`src/rtl/branch_history_table.sv`:
```
`default_nettype none
// ============================================================================
// Module      : branch_history_table
// Description : Direct-mapped 2-bit saturating-counter branch predictor with
//               resolved-branch and misprediction statistics.
// Revision    : 1.0 - initial release
// ============================================================================

module branch_history_table #(
  parameter int          INDEX_BITS = 6,
  parameter logic [1:0]  CTR_INIT   = 2'b01
) (
  input  logic        clk,
  input  logic        rst,
  input  logic [31:0] pred_pc,
  output logic        pred_taken,
  input  logic        upd_valid,
  input  logic [31:0] upd_pc,
  input  logic        upd_br_en,
  input  logic        upd_pred,
  output logic        mispredict,
  output logic [31:0] branch_count,
  output logic [31:0] mispredict_count,
  input  logic        clr_stats
);

  localparam int c_entries = 1 << INDEX_BITS;

  logic [1:0]            r_table [c_entries];
  logic                  r_mispredict;
  logic [31:0]           r_branch_count;
  logic [31:0]           r_mispredict_count;

  logic [INDEX_BITS-1:0] w_pred_idx;
  logic [INDEX_BITS-1:0] w_upd_idx;
  logic [1:0]            w_ctr_cur;
  logic [1:0]            w_ctr_next;
  logic                  w_mispredict;
  logic                  w_unused;

  assign w_pred_idx   = pred_pc[INDEX_BITS+1:2];
  assign w_upd_idx    = upd_pc[INDEX_BITS+1:2];
  assign w_ctr_cur    = r_table[w_upd_idx];
  assign w_mispredict = upd_valid & (upd_br_en ^ upd_pred);

  // Byte offset and tag bits are deliberately discarded; entries alias.
  assign w_unused = ^{pred_pc[31:INDEX_BITS+2], pred_pc[1:0],
                      upd_pc[31:INDEX_BITS+2], upd_pc[1:0]};

  always_comb begin
    w_ctr_next = w_ctr_cur;
    if (upd_br_en) begin
      if (w_ctr_cur != 2'b11) w_ctr_next = w_ctr_cur + 2'd1;
    end else begin
      if (w_ctr_cur != 2'b00) w_ctr_next = w_ctr_cur - 2'd1;
    end
  end

  // Flop-based storage so the asynchronous reset clears every entry at once.
  always_ff @(posedge clk or posedge rst) begin
    if (rst) begin
      for (int i = 0; i < c_entries; i++) begin
        r_table[i] <= CTR_INIT;
      end
    end else if (upd_valid) begin
      r_table[w_upd_idx] <= w_ctr_next;
    end
  end

  always_ff @(posedge clk or posedge rst) begin
    if (rst) begin
      r_mispredict       <= 1'b0;
      r_branch_count     <= 32'd0;
      r_mispredict_count <= 32'd0;
    end else begin
      r_mispredict <= w_mispredict;
      if (clr_stats) begin
        r_branch_count     <= 32'd0;
        r_mispredict_count <= 32'd0;
      end else if (upd_valid) begin
        if (r_branch_count != 32'hFFFF_FFFF) begin
          r_branch_count <= r_branch_count + 32'd1;
        end
        if (w_mispredict && (r_mispredict_count != 32'hFFFF_FFFF)) begin
          r_mispredict_count <= r_mispredict_count + 32'd1;
        end
      end
    end
  end

  // Pure table read with no bypass: a same-cycle update shows up next cycle.
  assign pred_taken       = r_table[w_pred_idx][1];
  assign mispredict       = r_mispredict;
  assign branch_count     = r_branch_count;
  assign mispredict_count = r_mispredict_count;

endmodule

`default_nettype wire

```
`config.mk`:
```
export PLATFORM = sky130hd
export DESIGN_NAME = branch_history_table
export DESIGN_NICKNAME = d
export VERILOG_FILES = /design/src/rtl/branch_history_table.sv
export SDC_FILE = /design/constraint.sdc
export NUM_CORES = 1
export LEC_CHECK = 0
export ABC_AREA = 1
export BUFFER_PORTS_ARGS = -buffer_cell sky130_fd_sc_hd__buf_4
export CORE_MARGIN = 4
export CORE_UTILIZATION = 55
export DETAILED_ROUTE_END_ITERATION = 16
export PLACE_DENSITY = 0.84
export SKIP_CTS_REPAIR_TIMING = 1
export SYNTH_ARGS = -nofsm -noshare
export SYNTH_HDL_FRONTEND = slang
export SYNTH_SLANG_ARGS = --single-unit
```
`constraint.sdc`:
```
create_clock -name clk -period 11.83 [get_ports clk]
set_input_delay 2.366 -clock clk [delete_from_list [all_inputs] [get_ports clk]]
set_output_delay 2.366 -clock clk [all_outputs]
set_load 0.005 [all_outputs]
```
# --- Word level (Yosys, flattened, before mapping) ---
# Index checks and enable logic that the tools add are counted.
totals:
  in_bits: 70
  output_inout_bits: 66
  register_bits: 193
op_classes:
  addsub: 4
  n_eq_ne: 3
  n_bitwise: 4
  n_lt_le_gt_ge: 3
  reduce_logical: 8
  mux: 18
ops:
  columns: ["operator", "count"]
  rows:
  - ["two-way mux 32 bit", 6]
  - ["bitwise mux 128 bit", 1]
  - ["adder 32 x 1 -> 32 bit, second input constant", 2]
  - ["inequality test 32 bit, second input constant", 2]
  - ["binary-select mux 2 bit (select 6 bit)", 2]
  - ["two-way mux 2 bit", 8]
  - ["greater-or-equal comparator 7 bit, second input constant", 2]
  - ["inverter 6 -> 7 bit", 2]
  - ["demux 2 bit (select 6 bit)", 1]
  - ["nonzero test 2 bit", 4]
  - ["< comparator 7 x 1 -> 1 bit, second input constant", 1]
  - ["AND reduction 2 bit", 2]
  - ["adder 2 x 1 -> 2 bit, second input constant", 1]
  - ["logical AND 1 bit", 2]
  - ["inequality test 2 bit, second input constant", 1]
  - ["subtractor 2 x 1 -> 2 bit, second input constant", 1]
  - ["AND 1 bit", 1]
  - ["bitwise XOR 1 bit", 1]

# --- Longest topological paths before layout ---
depth:
  depth_word: 8
  mapped_depth: 19
  depth_no_buf: 16

# --- Least setup slack after synthesis ---
# OpenSTA, ideal clock, no wires.
synth_path:
  path_kind: "input port to output port"
  start: "input pred_pc[4]"
  end: "output pred_taken"
  path_buffers: 2
  arrival_ns: 3.306
  setup_slack_ns: 6.158
  cell_stages: 7
  cell_sequence: "clkbuf_1 clkbuf_1 o221ai_1 o211ai_1 nand3_1 nand3b_1 nand2_1"
synth_via:
  elab_chain_len: 4
synth_lines:
  columns: ["item", "line_no", "rtl"]
  rows:
  - ["start, declared", "15", "input logic [31:0] pred_pc,"]
  - ["inverter 6 -> 7 bit (implied by the code)", "92", "assign pred_taken = r_table[w_pred_idx][1];"]
  - ["binary-select mux 2 bit (select 6 bit)", "92", null]
  - ["two-way mux 2 bit (implied by the code) (2 in a row)", "92", null]
  - ["end, declared", "16", "output logic pred_taken,"]
# Every way passes these cells. The select of a mux whose other input is x is not followed.

# --- Worst setup path after layout ---
layout_path:
  start: "input pred_pc[2]"
  end: "output pred_taken"
# The elaborated chain is that of the path after synthesis.

==> metrics.md <==
| Metric | Value |
|---|---|
| Commonest cells after routing, fill and taps aside | `nand2_1, inv_1, nor2_1` |
| Min-delay worst type | `register to register` |
| Worst-path clk slew | `0.07 ns` |
| Full die area | `0.02357 mm²` |
| Maximum buffer depth of the clock tree | `2` |
| Routed Antenna Nets | `0` |
| GRT Util Overall | `28.44%` |
| Initial antenna violation count | `0` |
| Cells after synthesis | `around 1800` |
| Maximum VDD drop | `87.74 µV` |
| Syn Nets | `between 1500 and 2000` |
| Dominant synthesized flop cell | `dfrtp_1` |
| Cell area after placement | `0.01233 mm²` |
| Via-to-Cell Ratio | `approximately 5.7` |
| Most common cell after layout, fill and taps aside | `nand2_1` |
| Sequential area share after synthesis | `42.15%` |
| Core Util, Final | `62.89%` |
| Fin crit period | `6.758 ns` |
| FILL cells | `1893` |
| Vias in the first global route | `11389` |
| # setup viols final | `0` |
| Core area | `0.02056 mm²` |
| Slew @ Worst Pin | `1.029 ns` |
| FFs w/ async S/R, synth | `100.0%` |
| Required @ worst endpoint | `9.46 ns` |
| DR WL/cell | `~16 µm` |
| Hold Vio Cnt, Final | `0` |
| Final clock skew | `0.01314 ns` |
| First drt pass iteration count | `13` |
| Final WL | `33.83 mm` |
| Number of synthesized flops with an enable pin | `0` |
| Largest net degree at the start of global routing | `115` |
| Yosys cell types | `39` |
| Die W | `approximately 150 µm` |
| Syn_area_per_cell | `between 6 and 7 µm²` |
| I/O Pins | `136` |
| CTS tree | `yes` |
| Port Buffers | `83` |
| Yosys warning count | `0` |
| Worst EP arrival | `4.39 ns` |
| First-pass GRT wire length | `approximately 56 mm` |
| GP Congestion | `slightly above 0.9` |
| CTS buffer count | `17` |
| Fin Setup TNS | `0 ns` |
| Post-synthesis instance area | `0.01165 mm²` |
| Setup Crit Path Kind | `input port to output pin` |
| Pwr Total | `1.577 mW` |
| Root Buffer | `clkbuf_16` |
| Detailed-placement wirelength estimate | `about 22 mm` |
| Overflow after GRT | `0` |
| 1st-iter DRT viols | `1201` |
| Starting Density | `56.66%` |
| Flops & latches, synth | `between 150 and 200` |
| Clock Sinks | `between 150 and 200` |
| Critical Path Fanout Max | `41` |
| Fraction of layout cells with a size suffix above 1 | `10.52%` |
| Outcome | `complete, no violations` |
| DR vias | `11848` |
| Final Instance Area | `0.01293 mm²` |
| Die Span Y | `around 150 µm` |
| CTS H-tree depth | `4` |
| MaxCap Viol Count | `0` |
| LEAKAGE | `6.144 nW` |
| Startpoint types | `input port` |
| CP endpoint kind | `output pin` |
| Pwr/cell area | `122.0 mW/mm²` |
| Slew Limit Fails | `0` |
| RSZ-0062 raised after global routing | `no` |
| Worst skew pair latency | `0.45 ns` |
| Tcrit/Tclk final | `57.12%` |
| Diode count | `0` |
| Final Net Count | `~1900` |
| Max-slew headroom | `between 30% and 40%` |
| Synthesis-to-finish area growth | `11.00%` |
| Fmax | `0.1480 GHz` |
| FP Rows | `52` |
| Post-route DRC | `0` |
cells by family after synthesis:
logic type	count (synthesis)	synth area share, %
DFF	193	42.15
xor gates and xnor gates	18	1.353
buffers and inverters	252	8.829
and+or+nand+nor	1144	39.94
AOI/OAI and AO/OA	153	7.519
adders and majority gates	2	0.2148
sequential cells by signal, indices dropped and copies added (netlist names):
name	cells
r_table	128
branch_count	32
mispredict	1
mispredict_count	32
per-layer routing:
layer / wire, µm / up-vias / part of all wire [%] / GRT usage (%)
met1: 13470 / 5472 / 40 / 37.30
li1: - / 5620 / - / -
met4: 1110 / 0 / 3.3 / 10.93
met5: 0 / - / 0 / 0
met2: 16100 / 646 / 48 / 47.13
met3: 3142 / 110 / 9.3 / 5.228
where the power goes:
part           leakage (nW)  internal (mW)  switching, mW  total (mW)
registers              2.46          0.731         0.0291       0.760
logic                  3.40         0.0598          0.157       0.217
clock network         0.288          0.331          0.269       0.600
total                  6.14           1.12          0.456        1.58
final cells by class:
| class | instances | area, µm² | share of cell area (%) |
|---|---|---|---|
| multi-input cells | 1317 | 5723 | 44.26 |
| flip-flops and latches | 193 | 4910 | 37.97 |
| inverters | 187 | 709.4 | 5.487 |
| repair buffers | 87 | 653.1 | 5.051 |
| clock buffers | 21 | 470.5 | 3.638 |
| well taps | 270 | 337.8 | 2.613 |
| clock inverters | 10 | 126.4 | 0.9774 |
cell usage after synthesis, types with 2 or more instances:
master / n / share of area (%)
a21oi_1: 32 / 1.4
o21a_1: 2 / 0.13
dfstp_2: 64 / 14
buf_6: 2 / 0.19
o211ai_1: 14 / 0.90
buf_2: 29 / 1.2
buf_1: 3 / 0.097
nand3b_1: 6 / 0.39
nand4_1: 27 / 1.5
o21ai_1: 6 / 0.26
ha_1: 2 / 0.21
o21ai_0: 71 / 3.1
inv_2: 2 / 0.064
nand3_1: 110 / 4.7
o22ai_1: 4 / 0.21
nor3_1: 53 / 2.3
or2_1: 6 / 0.32
o31ai_1: 16 / 1.0
nor3b_1: 3 / 0.19
dfrtp_1: 129 / 28
nor2_1: 173 / 5.6
buf_4: 8 / 0.52
inv_1: 184 / 5.9
clkbuf_1: 22 / 0.71
nor4_1: 6 / 0.32
nand2_1: 755 / 24
xor2_1: 12 / 0.90
nand2_2: 2 / 0.11
xnor2_1: 6 / 0.45
o221ai_1: 4 / 0.30
worst paths after layout:
| check | startpoint | to | slack [ns] | cells after the start |
|---|---|---|---|---|
| max in group asynchronous | rst | r_table[35] | 8.24 | 3 |
| hold reg to reg | r_table[32] | r_table[32] | 0.47 | 2 |
| setup / recovery | pred_pc[2] | pred_taken | 5.07 | 9 |
| hold / removal | r_table[32] | r_table[32] | 0.47 | 2 |
| setup reg to reg | r_table[47] | r_table[76] | 8.45 | 12 |
| min in group asynchronous | rst | mispredict_count[20] | 2.08 | 2 |
per-stage QoR:
stage	setup WS [ns]	std cells	hold slack, ns
6_report	5.072	2085	0.4668
5_1_grt	4.943	2085	0.4745
4_1_cts	5.168	2085	0.4663
3_5_place_dp	5.158	2054	0.4544
3_3_place_gp	5.173	2054	0.4529
2_1_floorplan	4.314	1762	0.4465
critical path, cell delays in order:
cell      delay [ns]
buf_4           0.23
inv_1           0.74
o21ai_0         0.17
o221ai_1        0.29
o211ai_1        0.17
nand3_1         0.10
nand3b_1        0.07
nand2_1         0.09
buf_4           0.11
(Power assumes the default switching activity.)
